===== config.mk =====
export PLATFORM = sky130hd
export DESIGN_NAME = cic_comb_chain_flat
export DESIGN_NICKNAME = d
export VERILOG_FILES = /design/src/rtl/cic_comb_if.sv /design/src/rtl/cic_comb_chain.sv /design/src/flat_wrapper.sv
export SDC_FILE = /design/constraint.sdc
export NUM_CORES = 1
export LEC_CHECK = 0
export BUFFER_PORTS_ARGS = -buffer_cell sky130_fd_sc_hd__buf_2
export CORE_MARGIN = 10
export CORE_UTILIZATION = 55
export CTS_CLUSTER_SIZE = 8
export DETAILED_ROUTE_END_ITERATION = 8
export PLACE_DENSITY_LB_ADDON = 0.25
export SYNTH_ARGS = -nofsm -noshare
export SYNTH_HDL_FRONTEND = slang
export SYNTH_SLANG_ARGS = --single-unit
export TNS_END_PERCENT = 30

===== constraint.sdc =====
create_clock -name clk -period 5.6 [get_ports clk]
set_input_delay 0.56 -clock clk [delete_from_list [all_inputs] [get_ports clk]]
set_output_delay 0.56 -clock clk [all_outputs]
set_load 0.01 [all_outputs]

===== src/rtl/cic_comb_if.sv =====
// Sample bus for the CIC comb chain: decimated input stream, combed output stream
// and the frame-sync error flag.
interface cic_comb_if #(
  parameter int unsigned WIDTH    = 32,
  parameter int unsigned CHANNELS = 2
);
  localparam int unsigned CW = (CHANNELS > 1) ? $clog2(CHANNELS) : 1;

  logic             in_valid;
  logic             in_sof;
  logic [WIDTH-1:0] in_data;
  logic             clr_err;
  logic             out_valid;
  logic [CW-1:0]    out_chan;
  logic [WIDTH-1:0] out_data;
  logic             sync_err;

  modport master (
    output in_valid, in_sof, in_data, clr_err,
    input  out_valid, out_chan, out_data, sync_err
  );

  modport slave (
    input  in_valid, in_sof, in_data, clr_err,
    output out_valid, out_chan, out_data, sync_err
  );
endinterface


===== src/rtl/cic_comb_chain.sv =====
// Time-multiplexed multi-stage CIC comb section: y[n] = x[n] - x[n-M] per stage,
// with independent per-channel history and modulo 2^WIDTH arithmetic.
module cic_comb_chain #(
  parameter int unsigned WIDTH      = 32,
  parameter int unsigned STAGES     = 4,
  parameter int unsigned DIFF_DELAY = 1,
  parameter int unsigned CHANNELS   = 2
) (
  input logic       clk,
  input logic       rst,
  cic_comb_if.slave bus
);

  localparam int unsigned CW = (CHANNELS > 1) ? $clog2(CHANNELS) : 1;
  localparam logic [CW-1:0] LAST_CHAN = CW'(CHANNELS - 1);

  typedef logic [WIDTH-1:0] word_t;

  typedef struct packed {
    logic          valid;
    logic [CW-1:0] chan;
    word_t         data;
  } slot_t;

  // slot 0 is the tagged input sample, slot s+1 is the output of comb stage s
  slot_t         slot_q [STAGES+1];
  slot_t         slot_d [STAGES+1];
  word_t         hist_q [STAGES][CHANNELS][DIFF_DELAY];
  word_t         hist_d [STAGES][CHANNELS][DIFF_DELAY];
  logic [CW-1:0] chan_cnt_q, chan_cnt_d;
  logic [CW-1:0] in_tag_c;
  logic          sync_err_q, sync_err_d;

  always_comb begin
    slot_d     = slot_q;
    hist_d     = hist_q;
    chan_cnt_d = chan_cnt_q;
    sync_err_d = sync_err_q;
    in_tag_c   = bus.in_sof ? '0 : chan_cnt_q;

    slot_d[0].valid = bus.in_valid;
    if (bus.in_valid) begin
      slot_d[0].chan = in_tag_c;
      slot_d[0].data = bus.in_data;
      chan_cnt_d     = (in_tag_c == LAST_CHAN) ? '0 : CW'(in_tag_c + CW'(1));
    end

    // a misaligned frame start overrides a concurrent clear
    if (bus.clr_err) sync_err_d = 1'b0;
    if (bus.in_valid && bus.in_sof && (chan_cnt_q != '0)) sync_err_d = 1'b1;

    for (int s = 0; s < STAGES; s++) begin
      slot_d[s+1].valid = slot_q[s].valid;
      if (slot_q[s].valid) begin
        slot_d[s+1].chan = slot_q[s].chan;
        for (int c = 0; c < CHANNELS; c++) begin
          if (slot_q[s].chan == CW'(c)) begin
            slot_d[s+1].data = slot_q[s].data - hist_q[s][c][DIFF_DELAY-1];
            for (int m = DIFF_DELAY - 1; m > 0; m--) begin
              hist_d[s][c][m] = hist_q[s][c][m-1];
            end
            hist_d[s][c][0] = slot_q[s].data;
          end
        end
      end
    end
  end

  always_ff @(posedge clk) begin
    if (rst) begin
      for (int s = 0; s <= STAGES; s++) begin
        slot_q[s] <= '0;
      end
      for (int s = 0; s < STAGES; s++) begin
        for (int c = 0; c < CHANNELS; c++) begin
          for (int m = 0; m < DIFF_DELAY; m++) begin
            hist_q[s][c][m] <= '0;
          end
        end
      end
      chan_cnt_q <= '0;
      sync_err_q <= 1'b0;
    end else begin
      slot_q     <= slot_d;
      hist_q     <= hist_d;
      chan_cnt_q <= chan_cnt_d;
      sync_err_q <= sync_err_d;
    end
  end

  assign bus.out_valid = slot_q[STAGES].valid;
  assign bus.out_chan  = slot_q[STAGES].chan;
  assign bus.out_data  = slot_q[STAGES].data;
  assign bus.sync_err  = sync_err_q;

endmodule


===== src/flat_wrapper.sv =====
// flat-port wrapper written by rule: the top's interface ports become plain ports
module cic_comb_chain_flat 
#(
  parameter int unsigned WIDTH      = 32,
  parameter int unsigned STAGES     = 4,
  parameter int unsigned DIFF_DELAY = 1,
  parameter int unsigned CHANNELS   = 2
)
  (clk, rst, bus_in_valid, bus_in_sof, bus_in_data, bus_clr_err, bus_out_valid, bus_out_chan, bus_out_data, bus_sync_err);
  cic_comb_if #(.WIDTH(WIDTH), .CHANNELS(CHANNELS)) bus_i ();
  input logic clk;
  input logic rst;
  input wire logic [$bits(bus_i.in_valid)-1:0] bus_in_valid;
  input wire logic [$bits(bus_i.in_sof)-1:0] bus_in_sof;
  input wire logic [$bits(bus_i.in_data)-1:0] bus_in_data;
  input wire logic [$bits(bus_i.clr_err)-1:0] bus_clr_err;
  output wire logic [$bits(bus_i.out_valid)-1:0] bus_out_valid;
  output wire logic [$bits(bus_i.out_chan)-1:0] bus_out_chan;
  output wire logic [$bits(bus_i.out_data)-1:0] bus_out_data;
  output wire logic [$bits(bus_i.sync_err)-1:0] bus_sync_err;
  assign bus_i.in_valid = bus_in_valid;
  assign bus_i.in_sof = bus_in_sof;
  assign bus_i.in_data = bus_in_data;
  assign bus_i.clr_err = bus_clr_err;
  assign bus_out_valid = bus_i.out_valid;
  assign bus_out_chan = bus_i.out_chan;
  assign bus_out_data = bus_i.out_data;
  assign bus_sync_err = bus_i.sync_err;
  cic_comb_chain #(.WIDTH(WIDTH), .STAGES(STAGES), .DIFF_DELAY(DIFF_DELAY), .CHANNELS(CHANNELS)) u_core (.clk(clk), .rst(rst), .bus(bus_i));
endmodule

==> run_results.csv <==
group,metric,value,unit
global_routing,grt_max_degree,95,
clocking,numCtsBuffers,59,
sta,worst_slew_pin_slew,1003,ps
worst_hold_path,hold_start,"bus_in_data[31]",
placement,port_buffers,71,
sta,fin_setup_tns,0,ps
critical_path,path_common_cell,"mux2i_1",
critical_path,reg2reg_from,"u_core.slot_q[66]",
finish,area_delta_synth_final,8.158,%
synthesis,yosys.area.top_type,"dfxtp_1",
placement,placed_cell_area,23170,sq um
finish,n_fill_cell,3657,
job,cap_violations,0,
synthesis,async_flop_share,0,
critical_path,crit_required,6090,ps
synthesis,synth_most_common_cell,"nand2_1",
critical_path,path_class,"reg2reg",
critical_path,crit_buf_inv,1,
sta,report.final.hold_viol_count,0,
synthesis,synthDistinctLibCells,72,
clocking,clockRootBuffer,"clkbuf_16",
sta,setup_viol,0,
floorplanning,fp.coreArea,40920,sq um
run_status,outcome,"completed",
synthesis,ys_ff_latch,428,
floorplanning,start_util,0.5584,
detailed_routing,drt-total-wl,56.05,mm
sta,period_share,0.6460,
clocking,clockBufferDepth,3,
detailed_routing,drt_iter0_drc,1256,
global_routing,track_usage,0.2187,
global_routing,grt_pass1_vias,19010,
finish,n_antenna_cell,0,
sta,period_needed,3618,ps
placement,gp_congestion,0.9087,
worst_hold_path,hold_path_end,"u_core.slot_q[167]",
sta,finalClockSkew,16.90,ps
floorplanning,io_pins,72,
clocking,clk_pin_slew,50,ps
detailed_routing,vias_per_cell,5.796,
critical_path,worstPathArrival,4110,ps
sta,rsz0062_at_grt,"false",
global_routing,grt_pass1_wl,93.85,mm
critical_path,worst-path-max-fanout,26,
clocking,hold_buffers,0,
synthesis,yosys-top-cells-count,"629 x nand2_1, 428 x dfxtp_1, 388 x a21oi_1",
floorplanning,die-width,223.8,um
critical_path,cp_top_family,"compound AO/OA/AOI/OAI gates",
global_routing,gr-total-overflow,0,
placement,place_hpwl,39.66,mm
finish,register_area,8574,sq um
synthesis,synth.top_cells.by_area,"dfxtp_1 37%, nand2_1 10%, mux2i_1 9.8%",
synthesis,yosysWarnings,0,
power_and_ir_drop,pwr_density_cell,337.9,nW/um^2
sta,relSlewSlack,0.3310,
worst_hold_path,hold_class,"in2reg",
finish,design_area,24720,sq um
critical_path,startpoint_type,"register",
power_and_ir_drop,ir_drop,0.2251,mV
critical_path,rr_worst_depth,12,
detailed_routing,drc,0,
clocking,htreeDepth,2,
detailed_routing,vias,19240,
synthesis,synth_edf_count,0,
detailed_routing,dr.pass1.iters,5,
sta,slew_viol_final,0,
power_and_ir_drop,leakage,0.009486,uW
worst_hold_path,min_path_cells,3,
finish,drive_above_1_share,0.06994,
synthesis,synth_top_area_frac,0.3749,
synthesis,synth_area,22850,sq um
clocking,clkSinkCount,428,
synthesis,synth_fp_nets,3008,
critical_path,rrSetupSlack,1980,ps
synthesis,synth_cells,2831,
critical_path,cpPeakStageDelay,570,ps
detailed_routing,ant_nets,0,
floorplanning,fp.dieArea,50100,sq um
synthesis,yosysSeqAreaShare,0.3749,
finish,final_nets,2961,
synthesis,synthFlopType,"dfxtp_1",
critical_path,endpoint_kind,"register",
clocking,clkLatencyLatePin,610,ps
clocking,cts_tree,"done",
finish,multi_input_comb_area,13190,sq um
detailed_routing,wl_per_cell,16.88,um
synthesis,syn_area_per_cell,8.072,sq um
critical_path,crit_path_cell_trace,"buf_4 > mux2i_1 > ha_1 > nand2_1 > nor3_1 > o311a_1 > a211oi_2 > a22o_1 > o21ai_1 > a41oi_2 > mux2i_1 > a311o_1",
floorplanning,die_h,223.8,um
critical_path,rr_endpoint,"u_core.bus.out_data[31]",
clocking,post_cts_resized,0,
sta,fmax,276.4,MHz
clocking,cts_setup_buffers,0,
global_routing,antenna_found_initial,0,
critical_path,cp_slowest_cell,"dfxtp_2",
floorplanning,placementRows,74,
## routing by layer
metal | up-vias | track usage | part of all wire
met1 | 9095 | 0.2546 | 0.42
li1 | 9619 | - | -
met4 | 0 | 0.08086 | 0.032
met2 | 416 | 0.4007 | 0.51
met5 | - | 0 | 0
met3 | 112 | 0.02774 | 0.037
## layout by cell type (no fill, tap or decap), drive strengths merged, types with 17 or more instances in the layout
cell type	netlist	routed
inv	45	46
clkbuf	137	63
a21oi	393	393
o21ai	75	75
nand2	629	629
nand3	46	46
nand2b	30	30
ha	136	136
mux2i	223	223
xnor2	56	56
a31oi	18	18
dfxtp	428	428
a211oi	25	25
a21o	56	56
nor3	20	20
nor2	193	193
o21a	17	17
xor2	43	43
buf	69	98
nand4	25	25
## where the power goes
| part | leakage, uW | switching (uW) | internal, uW |
|---|---|---|---|
| Sequential | 0.00347 | 116 | 3140 |
| Combinational | 0.00526 | 1160 | 813 |
| Clock | 0.000760 | 1250 | 1880 |
## per-stage QoR
| stage | power (uW) | hold WS (ps) | worst slack, ps | util | instances |
|---|---|---|---|---|---|
| CTS | 8388 | 168.1 | 2002 | 0.6040 | 3320 |
| floorplan | 4790 | 432.9 | 1965 | - | 2831 |
| global route | 8743 | 200.8 | 1600 | 0.6040 | 3320 |
| detailed placement | 5257 | 445.4 | 2001 | 0.5662 | 3255 |
| finish | 8351 | 184.3 | 1982 | 0.6040 | 3320 |
| global placement | 5238 | 440.8 | 2061 | 0.5662 | 3255 |
## area by class of cell
class,count,share of cell area
multi-input cells,2152,0.5337
well taps,532,0.02693
repair buffers,98,0.02298
clock buffers,63,0.06160
clock inverters,2,0.001012
inverters,45,0.006834
flip-flops and latches,428,0.3469
## worst reg2reg max path, delay by kind of cell, from the launching register on
kind | cells | cell delay [ps]
AOI/OAI and AO/OA | 6 | 1350
adders and majority gates | 1 | 430
buffers and inverters | 1 | 480
DFF | 1 | 570
muxes | 2 | 290
and+or+nand+nor | 2 | 390
## cells by family (layout without fill, tap and decap cells)
| group | after synthesis | after routing | synth area share |
|---|---|---|---|
| and+or+nand+nor | 1007 | 1007 | 0.1841 |
| AOI/OAI and AO/OA | 679 | 679 | 0.1770 |
| DFF | 428 | 428 | 0.3749 |
| buffers and inverters | 251 | 208 | 0.04845 |
| muxes | 227 | 227 | 0.09964 |
| adders and majority gates | 140 | 140 | 0.07796 |
| xor gates and xnor gates | 99 | 99 | 0.03794 |
## registers in the layout, indices dropped and copies added (netlist names)
register	count
u_core.hist_q	256
u_core.slot_d	4
u_core.bus.out_chan	1
u_core.chan_cnt_q	1
u_core.slot_q	132
u_core.bus.out_valid	1
u_core.bus.sync_err	1
u_core.bus.out_data	32
## how the worst max path moves through the flow
| stage | startpoint | end | slack, ps | cells past startpoint |
|---|---|---|---|---|
| final | u_core.slot_q[66] | u_core.bus.out_data[31] | 1980 | 12 |
| after floorplan | u_core.slot_q[134] | u_core.slot_q[96] | 1960 | 14 |
| after global placement | u_core.slot_q[134] | u_core.slot_q[96] | 2060 | 12 |
| after CTS | u_core.slot_q[134] | u_core.slot_q[96] | 2000 | 12 |
| after detailed placement | u_core.slot_q[100] | u_core.slot_q[65] | 2000 | 11 |
| after global routing | u_core.slot_q[100] | u_core.slot_q[65] | 1600 | 11 |
Note: power is estimated with default switching activity, not from simulation.
